===== config.mk =====
export PLATFORM = sky130hd
export DESIGN_NAME = mc_control_fsm
export DESIGN_NICKNAME = d
export VERILOG_FILES = /design/src/rtl/mc_ctrl_pkg.sv /design/src/rtl/mc_decoder.sv /design/src/rtl/mc_control_fsm.sv
export SDC_FILE = /design/constraint.sdc
export NUM_CORES = 1
export LEC_CHECK = 0
export CAP_MARGIN = 20
export CORE_MARGIN = 1
export CORE_UTILIZATION = 44
export DETAILED_ROUTE_END_ITERATION = 12
export HOLD_SLACK_MARGIN = 0.03
export PLACE_DENSITY = 0.88
export RECOVER_POWER = 50
export SYNTH_ARGS = -nofsm -noshare
export SYNTH_HDL_FRONTEND = slang
export SYNTH_SLANG_ARGS = --single-unit

===== constraint.sdc =====
create_clock -name clk -period 4.9 [get_ports clk]
set_clock_uncertainty 0.1 [all_clocks]
set_input_delay 0.735 -clock clk [delete_from_list [all_inputs] [get_ports clk]]
set_output_delay 0.735 -clock clk [all_outputs]
set_load 0.02 [all_outputs]

===== src/rtl/mc_ctrl_pkg.sv =====
// rtl/mc_ctrl_pkg.sv - shared state, opcode, ALU-code and instruction-field definitions
// for mc_control_fsm and the ALU it drives.
package mc_ctrl_pkg;

   typedef enum logic [2:0] {
      ST_FETCH  = 3'd0,
      ST_DECODE = 3'd1,
      ST_EXEC   = 3'd2,
      ST_MEM    = 3'd3,
      ST_WB     = 3'd4,
      ST_TRAP   = 3'd5
   } state_t;

   localparam logic [5:0] OP_NOP  = 6'h00;
   localparam logic [5:0] OP_ADD  = 6'h01;
   localparam logic [5:0] OP_SUB  = 6'h02;
   localparam logic [5:0] OP_AND  = 6'h03;
   localparam logic [5:0] OP_OR   = 6'h04;
   localparam logic [5:0] OP_MUL  = 6'h05;
   localparam logic [5:0] OP_ADDI = 6'h10;
   localparam logic [5:0] OP_LW   = 6'h11;
   localparam logic [5:0] OP_SW   = 6'h12;

   // Encodings consumed by the ALU; keep in step with its operation decode.
   localparam logic [3:0] ALU_NONE = 4'b0000;
   localparam logic [3:0] ALU_ADD  = 4'b0001;
   localparam logic [3:0] ALU_SUB  = 4'b0010;
   localparam logic [3:0] ALU_AND  = 4'b0011;
   localparam logic [3:0] ALU_OR   = 4'b0100;
   localparam logic [3:0] ALU_MUL  = 4'b0101;

   localparam int OPC_LSB = 26;
   localparam int RD_LSB  = 21;
   localparam int RS1_LSB = 16;
   localparam int RS2_LSB = 11;
   localparam int IMM_LSB = 0;

   function automatic logic [31:0] sext16(input logic [15:0] v);
      return {{16{v[15]}}, v};
   endfunction

endpackage


===== src/rtl/mc_decoder.sv =====
// rtl/mc_decoder.sv - combinational instruction decode from the IR; MUL decodes only
// when MC_CTRL_MUL_EN is defined, otherwise opcode 0x05 is illegal.
module mc_decoder
   import mc_ctrl_pkg::*;
(
   input  logic [31:0] ir,
   output logic [3:0]  alu_ctrl,
   output logic        alu_src_imm,
   output logic        is_load,
   output logic        is_store,
   output logic        is_mul,
   output logic        is_nop,
   output logic        is_illegal,
   output logic [31:0] imm,
   output logic [4:0]  rd_addr,
   output logic [4:0]  rs1_addr,
   output logic [4:0]  rs2_addr
);

   logic [5:0] opcode;

   assign opcode   = ir[OPC_LSB +: 6];
   assign rd_addr  = ir[RD_LSB +: 5];
   assign rs1_addr = ir[RS1_LSB +: 5];
   assign rs2_addr = ir[RS2_LSB +: 5];
   assign imm      = sext16(ir[IMM_LSB +: 16]);

   always_comb begin
      alu_ctrl    = ALU_NONE;
      alu_src_imm = 1'b0;
      is_load     = 1'b0;
      is_store    = 1'b0;
      is_mul      = 1'b0;
      is_nop      = 1'b0;
      is_illegal  = 1'b0;
      case (opcode)
         OP_NOP: is_nop   = 1'b1;
         OP_ADD: alu_ctrl = ALU_ADD;
         OP_SUB: alu_ctrl = ALU_SUB;
         OP_AND: alu_ctrl = ALU_AND;
         OP_OR:  alu_ctrl = ALU_OR;
`ifdef MC_CTRL_MUL_EN
         OP_MUL: begin
            alu_ctrl = ALU_MUL;
            is_mul   = 1'b1;
         end
`endif
         // Immediate and memory ops all compute rs1 + imm.
         OP_ADDI: begin
            alu_ctrl    = ALU_ADD;
            alu_src_imm = 1'b1;
         end
         OP_LW: begin
            alu_ctrl    = ALU_ADD;
            alu_src_imm = 1'b1;
            is_load     = 1'b1;
         end
         OP_SW: begin
            alu_ctrl    = ALU_ADD;
            alu_src_imm = 1'b1;
            is_store    = 1'b1;
         end
         default: is_illegal = 1'b1;
      endcase
   end

endmodule


===== src/rtl/mc_control_fsm.sv =====
// rtl/mc_control_fsm.sv - multi-cycle fetch/decode/exec/mem/wb control unit; the
// MUL_LATENCY-cycle MUL path exists only when MC_CTRL_MUL_EN is defined.
module mc_control_fsm
   import mc_ctrl_pkg::*;
#(
   parameter int MUL_LATENCY = 3
)
(
   input  logic        clk,
   input  logic        reset_n,
   output logic        imem_req,
   input  logic        imem_ready,
   input  logic [31:0] instr,
   output logic        pc_we,
   output logic [3:0]  alu_ctrl,
   output logic        alu_src_imm,
   output logic        aluout_we,
   output logic [4:0]  rs1_addr,
   output logic [4:0]  rs2_addr,
   output logic [4:0]  rd_addr,
   output logic [31:0] imm,
   output logic        dmem_req,
   output logic        dmem_we,
   input  logic        dmem_ready,
   output logic        wb_sel,
   output logic        reg_we,
   output logic        illegal,
   output logic [2:0]  state
);

   if (MUL_LATENCY < 1 || MUL_LATENCY > 15) begin : g_bad_mul_latency
      $error("mc_control_fsm: MUL_LATENCY must be 1..15");
   end

   state_t      state_q, state_d;
   logic [31:0] ir_q;

   logic [3:0]  dec_alu_ctrl;
   logic        dec_alu_src_imm;
   logic        dec_is_load, dec_is_store, dec_is_mul, dec_is_nop, dec_is_illegal;
   logic        mul_done, exec_last;

   mc_decoder u_decoder (
      .ir          (ir_q),
      .alu_ctrl    (dec_alu_ctrl),
      .alu_src_imm (dec_alu_src_imm),
      .is_load     (dec_is_load),
      .is_store    (dec_is_store),
      .is_mul      (dec_is_mul),
      .is_nop      (dec_is_nop),
      .is_illegal  (dec_is_illegal),
      .imm         (imm),
      .rd_addr     (rd_addr),
      .rs1_addr    (rs1_addr),
      .rs2_addr    (rs2_addr)
   );

`ifdef MC_CTRL_MUL_EN
   // Loaded with LATENCY-1 so that a zero count marks the final EXEC cycle.
   logic [3:0] mul_cnt_q;

   always_ff @(posedge clk or negedge reset_n) begin
      if (!reset_n) begin
         mul_cnt_q <= 4'd0;
      end else if (state_q == ST_DECODE) begin
         mul_cnt_q <= 4'(MUL_LATENCY - 1);
      end else if (state_q == ST_EXEC && mul_cnt_q != 4'd0) begin
         mul_cnt_q <= mul_cnt_q - 4'd1;
      end
   end

   assign mul_done = (mul_cnt_q == 4'd0);
`else
   assign mul_done = 1'b1;
`endif

   assign exec_last = !dec_is_mul || mul_done;

   always_ff @(posedge clk or negedge reset_n) begin
      if (!reset_n) begin
         state_q <= ST_FETCH;
         ir_q    <= 32'd0;
      end else begin
         state_q <= state_d;
         if (state_q == ST_FETCH && imem_ready) begin
            ir_q <= instr;
         end
      end
   end

   // FETCH outputs are gated by reset_n so the bus stays quiet while reset is held.
   always_comb begin
      state_d     = state_q;
      imem_req    = 1'b0;
      pc_we       = 1'b0;
      alu_ctrl    = ALU_NONE;
      alu_src_imm = 1'b0;
      aluout_we   = 1'b0;
      dmem_req    = 1'b0;
      dmem_we     = 1'b0;
      wb_sel      = 1'b0;
      reg_we      = 1'b0;
      illegal     = 1'b0;
      case (state_q)
         ST_FETCH: begin
            imem_req = reset_n;
            if (imem_ready) begin
               pc_we   = reset_n;
               state_d = ST_DECODE;
            end
         end
         ST_DECODE: begin
            if (dec_is_nop) begin
               state_d = ST_FETCH;
            end else if (dec_is_illegal) begin
               state_d = ST_TRAP;
            end else begin
               state_d = ST_EXEC;
            end
         end
         ST_EXEC: begin
            alu_ctrl    = dec_alu_ctrl;
            alu_src_imm = dec_alu_src_imm;
            if (exec_last) begin
               aluout_we = 1'b1;
               state_d   = (dec_is_load || dec_is_store) ? ST_MEM : ST_WB;
            end
         end
         ST_MEM: begin
            dmem_req = 1'b1;
            dmem_we  = dec_is_store;
            if (dmem_ready) begin
               state_d = dec_is_load ? ST_WB : ST_FETCH;
            end
         end
         ST_WB: begin
            reg_we  = 1'b1;
            wb_sel  = dec_is_load;
            state_d = ST_FETCH;
         end
         ST_TRAP: begin
            illegal = 1'b1;
         end
         default: begin
            state_d = ST_FETCH;
         end
      endcase
   end

   assign state = state_q;

endmodule


== After elaboration in Yosys (flattened, before gate mapping) ==
Index checks and enable logic that the tools add are counted.
Word-level totals
  word-level logic and storage cells: 48
  input port bits: 36
  output and inout bits: 63
  bits in registers: 35
Cells by class
  mux-type cells: 23
  reductions and logical operators: 8
  bitwise operators: 1
  equal/unequal tests: 14
Operators by type and width (count)
  6-bit by 5-bit == test with 1-bit output, second input constant: 3
  3-bit two-way mux: 6
  3-bit one-hot mux with 5 select lines: 1
  1-bit two-way mux: 14
  6-bit by 2-bit == test with 1-bit output, second input constant: 2
  3-bit one-hot mux with 4 select lines: 1
  8-bit OR reduction: 1
  3-bit by 2-bit == test with 1-bit output, second input constant: 2
  3-bit == test, second input constant: 2
  6-bit by 1-bit == test with 1-bit output, second input constant: 1
  6-bit by 3-bit == test with 1-bit output, second input constant: 1
  6-bit logical NOT: 1
  4-bit two-way mux: 1
  2-bit != test, second input constant: 2
  4-bit OR reduction: 1
  3-bit by 1-bit == test with 1-bit output, second input constant: 1
  3-bit logical NOT: 1
  3-bit AND reduction: 1
  3-bit OR reduction: 1
  1-bit logical AND: 1
  1-bit logical OR: 1
  1-bit inverter: 1

== Logic depth before layout (Yosys ltp) ==
  depth after elaboration: 5
  depth in mapped cells: 7
  gate-level depth less buffers: 4

== Hierarchy ==
From an unflattened synthesis, not the netlist that was laid out.
Unflattened totals
  cells, all modules: 177
  area, all modules: 2180.8 µm²
By module, submodules not included
  mc_control_fsm: area each 1690.4 µm², cells each 110, seq. area each 875.8 µm², times used 1
  mc_decoder: area each 490.5 µm², cells each 67, seq. area each 0.0 µm², times used 1

== Least setup slack after synthesis ==
No wires, ideal clock.
  path type: reg-to-output
  start point: register state_q[2] (netlist: state[2])
  end point: output port alu_ctrl[2]
  data required time: 4065 ps
  buffers on the path: 1
  path slack: 1862 ps
  stages on the path, launching flop included: 5
  arrival: 2203 ps
  path through: dfrtp_1 -> buf_2 -> nor3b_1 -> nand2_1 -> nor4bb_1
On the way
  word-level cells in the longest chain between the ends: 2
Ends and longest elaborated chain
  start: declaration: RTL line mc_control_fsm.sv:35  | state_t state_q, state_d;
  start signal: assignment: RTL line mc_control_fsm.sv:84  | state_q <= state_d;
  3-bit by 2-bit == test with 1-bit output: RTL line mc_control_fsm.sv:104  | case (state_q)
  4-bit two-way mux: RTL line mc_control_fsm.sv:104
  end: declaration: RTL line mc_control_fsm.sv:15  | output logic [3:0] alu_ctrl,
No other way between the ends.

== Worst setup path in the final report ==
  start point: register ir_q[28]
  end point: output port dmem_we
On the way
  word-level cells in the longest chain between the ends: 3
Ends and longest elaborated chain
  start: declaration: RTL line mc_control_fsm.sv:36  | logic [31:0] ir_q;
  start signal: assignment: RTL line mc_control_fsm.sv:86  | ir_q <= instr;
  6-bit by 5-bit == test with 1-bit output: RTL line mc_decoder.sv:36  | case (opcode)
  1-bit two-way mux: RTL line mc_decoder.sv:36
  1-bit two-way mux: RTL line mc_control_fsm.sv:104
  end: declaration: RTL line mc_control_fsm.sv:23  | output logic dmem_we,
No other way between the ends.

==> summary.md <==
| Metric | Value |
|---|---|
| Outcome | complete, but fails checks |
| Violated checks | capacitance limit, slew limit |
| DRC | 0 |
| Vias per inst | 4.97 |
| Initial antenna violation count | 0 |
| Critical path capture point type | output port |
| Starting Density | 45.9% |
| Final ANT Viol Nets | 0 |
| Most used routing layer | met2 |
| Die Height | 69.4 um |
| Yosys cell types | 35 |
| Routed wire length | 3540 um |
| Largest net degree at the start of global routing | 38 |
| FF-to-FF path depth | 4 |
| Top cells by area, synth | dfrtp_1 (44%), buf_4 (20%), mux2_2 (17%) |
| Setup Buffers After CTS | 0 |
| DR pass1 iterations | 4 |
| DP Wirelength | 2660 um |
| CP max FO | 9 |
| Net load switching power | 0.730 mW |
| CP Data Arrival Time | 2270 ps |
| Sequential area share after synthesis | 43.8% |
| RePlAce Congestion | 0.913 |
| Synth top area share | 43.8% |
| DRT iter0 DRCs | 42 |
| Slew Viols, Final | 35 |
| Yosys top cell by area | dfrtp_1 |
| Fmax achieved | 322 MHz |
| Combinational group share of total power | 56.4% |
| Worst R2R End | ir_q[23]$_DFFE_PN0P_ |
| TritonCTS clock tree | built |
| Core area | 4350 sq um |
| Worst Hold Launch | ir_q[8]$_DFFE_PN0P_ |
| Later-pin clock latency in the skew report | 270 ps |
| Most frequent cell after synthesis | buf_4 |
| Grt met1 use | 19.4% |
| Pwr per Cell Area | 683 nW/um^2 |
| Number of global-route vias before repair | 1330 |
| Worst Hold Class | reg2reg |
| Per-cell routed wire length | 12.7 um |
| Fillcell total | 380 |
| RSZ-0062 raised after global routing | no |
| Post-Synthesis Net Count | 216 |
| Hold buffers post-CTS | 0 |
| Seq pwr share | 31.6% |
| P_leak | 1.07 nW |
| CP endpoint | dmem_we |
| Synth Register Bits | 35 |
| Pre-CTS setup slack | 1780 ps |
| Core Util, Final | 61.9% |
| First-pass GRT wire length | 6110 um |
| Cts bufs inserted | 5 |
| # diodes | 0 |
| Crit path time final | 3110 ps |
| Final Hold Vio Count | 0 |
| Die area | 4820 sq um |
| Nets | 261 |
| Placed inst area | 2600 sq um |
| Post-synth ARST share | 100% |
| Startpoint types | flip-flop |
| CP Class | reg2out |
| Worst Path Required | 4070 ps |
| Avg Inst Size Synth | 11.1 sq um |
| GRT overflow | 0 |
| Gr usage total | 15.7% |
| Clock network fraction of design power | 12.0% |
| Layout area overhead | 34.6% |
| I/O pin cnt | 99 |
| Layout cells sized above 1 | 18.1% |
| # setup viols final | 0 |
| CTS sink cnt | 35 |
| Htree depth | 2 |
| Number of flops mapped to enable cells by yosys | 0 |
| Warnings from Yosys | 0 |
| Ys flop type | dfrtp_1 |
| Met3 Use GR | 5.09% |
| Synth top cells by count | buf_4 (52), dfrtp_1 (35), mux2_2 (30) |
| Routed via count | 1383 |
| Mapped Area | 2000 sq um |
| Die span in x | 69.4 um |
| Max Cap Violations | 1 |
| P_int | 1.11 mW |
| RR Startpoint | state[0]$_DFFE_PN0P_ |
| Final worst-path cycle share | 63.4% |
| Rel. slew slack | -14.2% |
| Clock Tree Buf Depth | 2 |
| Maximum vdd drop | 0.342 mV |
| Post-cts sizing count | 0 |
| Worst Hold Depth | 1 |
| Worst-margin pin slew | 1710 ps |
| Pwr Total | 1.84 mW |
| # rows | 24 |
| Clk root buf | clkbuf_8 |
| Flop2flop setup slack | 1990 ps |
| Reg clk slew, reported paths | 60 ps |
| Sw Share | 39.7% |
| Met2 Use GR | 26.2% |
| Number of port buffers | 97 |
| Setup WS post-layout | 1790 ps |
| Final design area excluding fillers | 2690 sq um |
| Cells after synthesis | 180 |
| Setup tns final | 0 ps |
| Crit path from | ir_q[28]$_DFFE_PN0P_ |
==> per-layer routing <==
metal | share of wire, % | vias to the layer above
met1 | 41 | 660
met2 | 51 | 62
met4 | 0.59 | 0
li1 | - | 659
met5 | 0 | -
met3 | 7.2 | 2
==> cell families (layout without fill, tap and decap cells) <==
family | count (synthesis) | count (layout) | share of synthesized area, %
mux | 30 | 30 | 16.9
simple gates | 34 | 34 | 11.1
other cells | 1 | 1 | 0.187
buf+inv | 63 | 109 | 22.5
flops | 35 | 35 | 43.8
compound gates | 16 | 16 | 5.19
xor+xnor | 1 | 1 | 0.438
==> registers in the layout (all words and copies together), names as in the netlist <==
name	count
state	3
ir_q	32
==> critical path: stages, from the launching register on <==
cell and delay, ps:
dfrtp_1 450, or4b_1 690, nor4_1 220, clkdlybuf4s50_1 640
==> metrics by stage <==
stage	hold WS, ps	instances
finish	400	278
global placement	387	270
floorplan	339	180
global route	418	278
CTS	409	278
detailed placement	394	270
==> layout by cell type, fill, tap and decap left out, drive strengths merged, types with 2 or more instances in the layout <==
cell type and n:
inv 3, dlygate4sd3 19, nor3b 4, a21oi 2
dfrtp 35, nand3b 4, nor4 2, nor2 3
clkbuf 9, o22ai 2, mux2 30, clkdlybuf4s50 77
nand3 2, o21ai 7, nor3 4, and2 2
nand2 5, nand4b 2
==> area by class of cell <==
class / count / area [sq um] / share of cell area [%]
Timing Repair Buffer: 98 / 970 / 36.0
Multi-Input combinational cell: 82 / 672 / 24.9
Clock buffer: 8 / 100 / 3.72
Tap cell: 52 / 65.1 / 2.42
Sequential cell: 35 / 876 / 32.5
Inverter: 3 / 11.3 / 0.418
==> worst min-delay path by stage <==
| stage | end |
|---|---|
| after floorplan | ir_q[0]$_DFFE_PN0P_ |
| after global placement | ir_q[2]$_DFFE_PN0P_ |
| after detailed placement | ir_q[8]$_DFFE_PN0P_ |
| after CTS | ir_q[8]$_DFFE_PN0P_ |
| after global routing | ir_q[2]$_DFFE_PN0P_ |
| final | ir_q[8]$_DFFE_PN0P_ |
==> power groups by stage <==
stage | clock network (mW) | logic, mW | registers (mW)
finish | 0.220 | 1.04 | 0.581
global route | 0.244 | 1.10 | 0.613
CTS | 0.230 | 1.08 | 0.589
detailed placement | 0 | 1.08 | 0.593
global placement | 0 | 1.06 | 0.584
floorplan | 0 | 0.920 | 0.526
(Power assumes the default switching activity.)
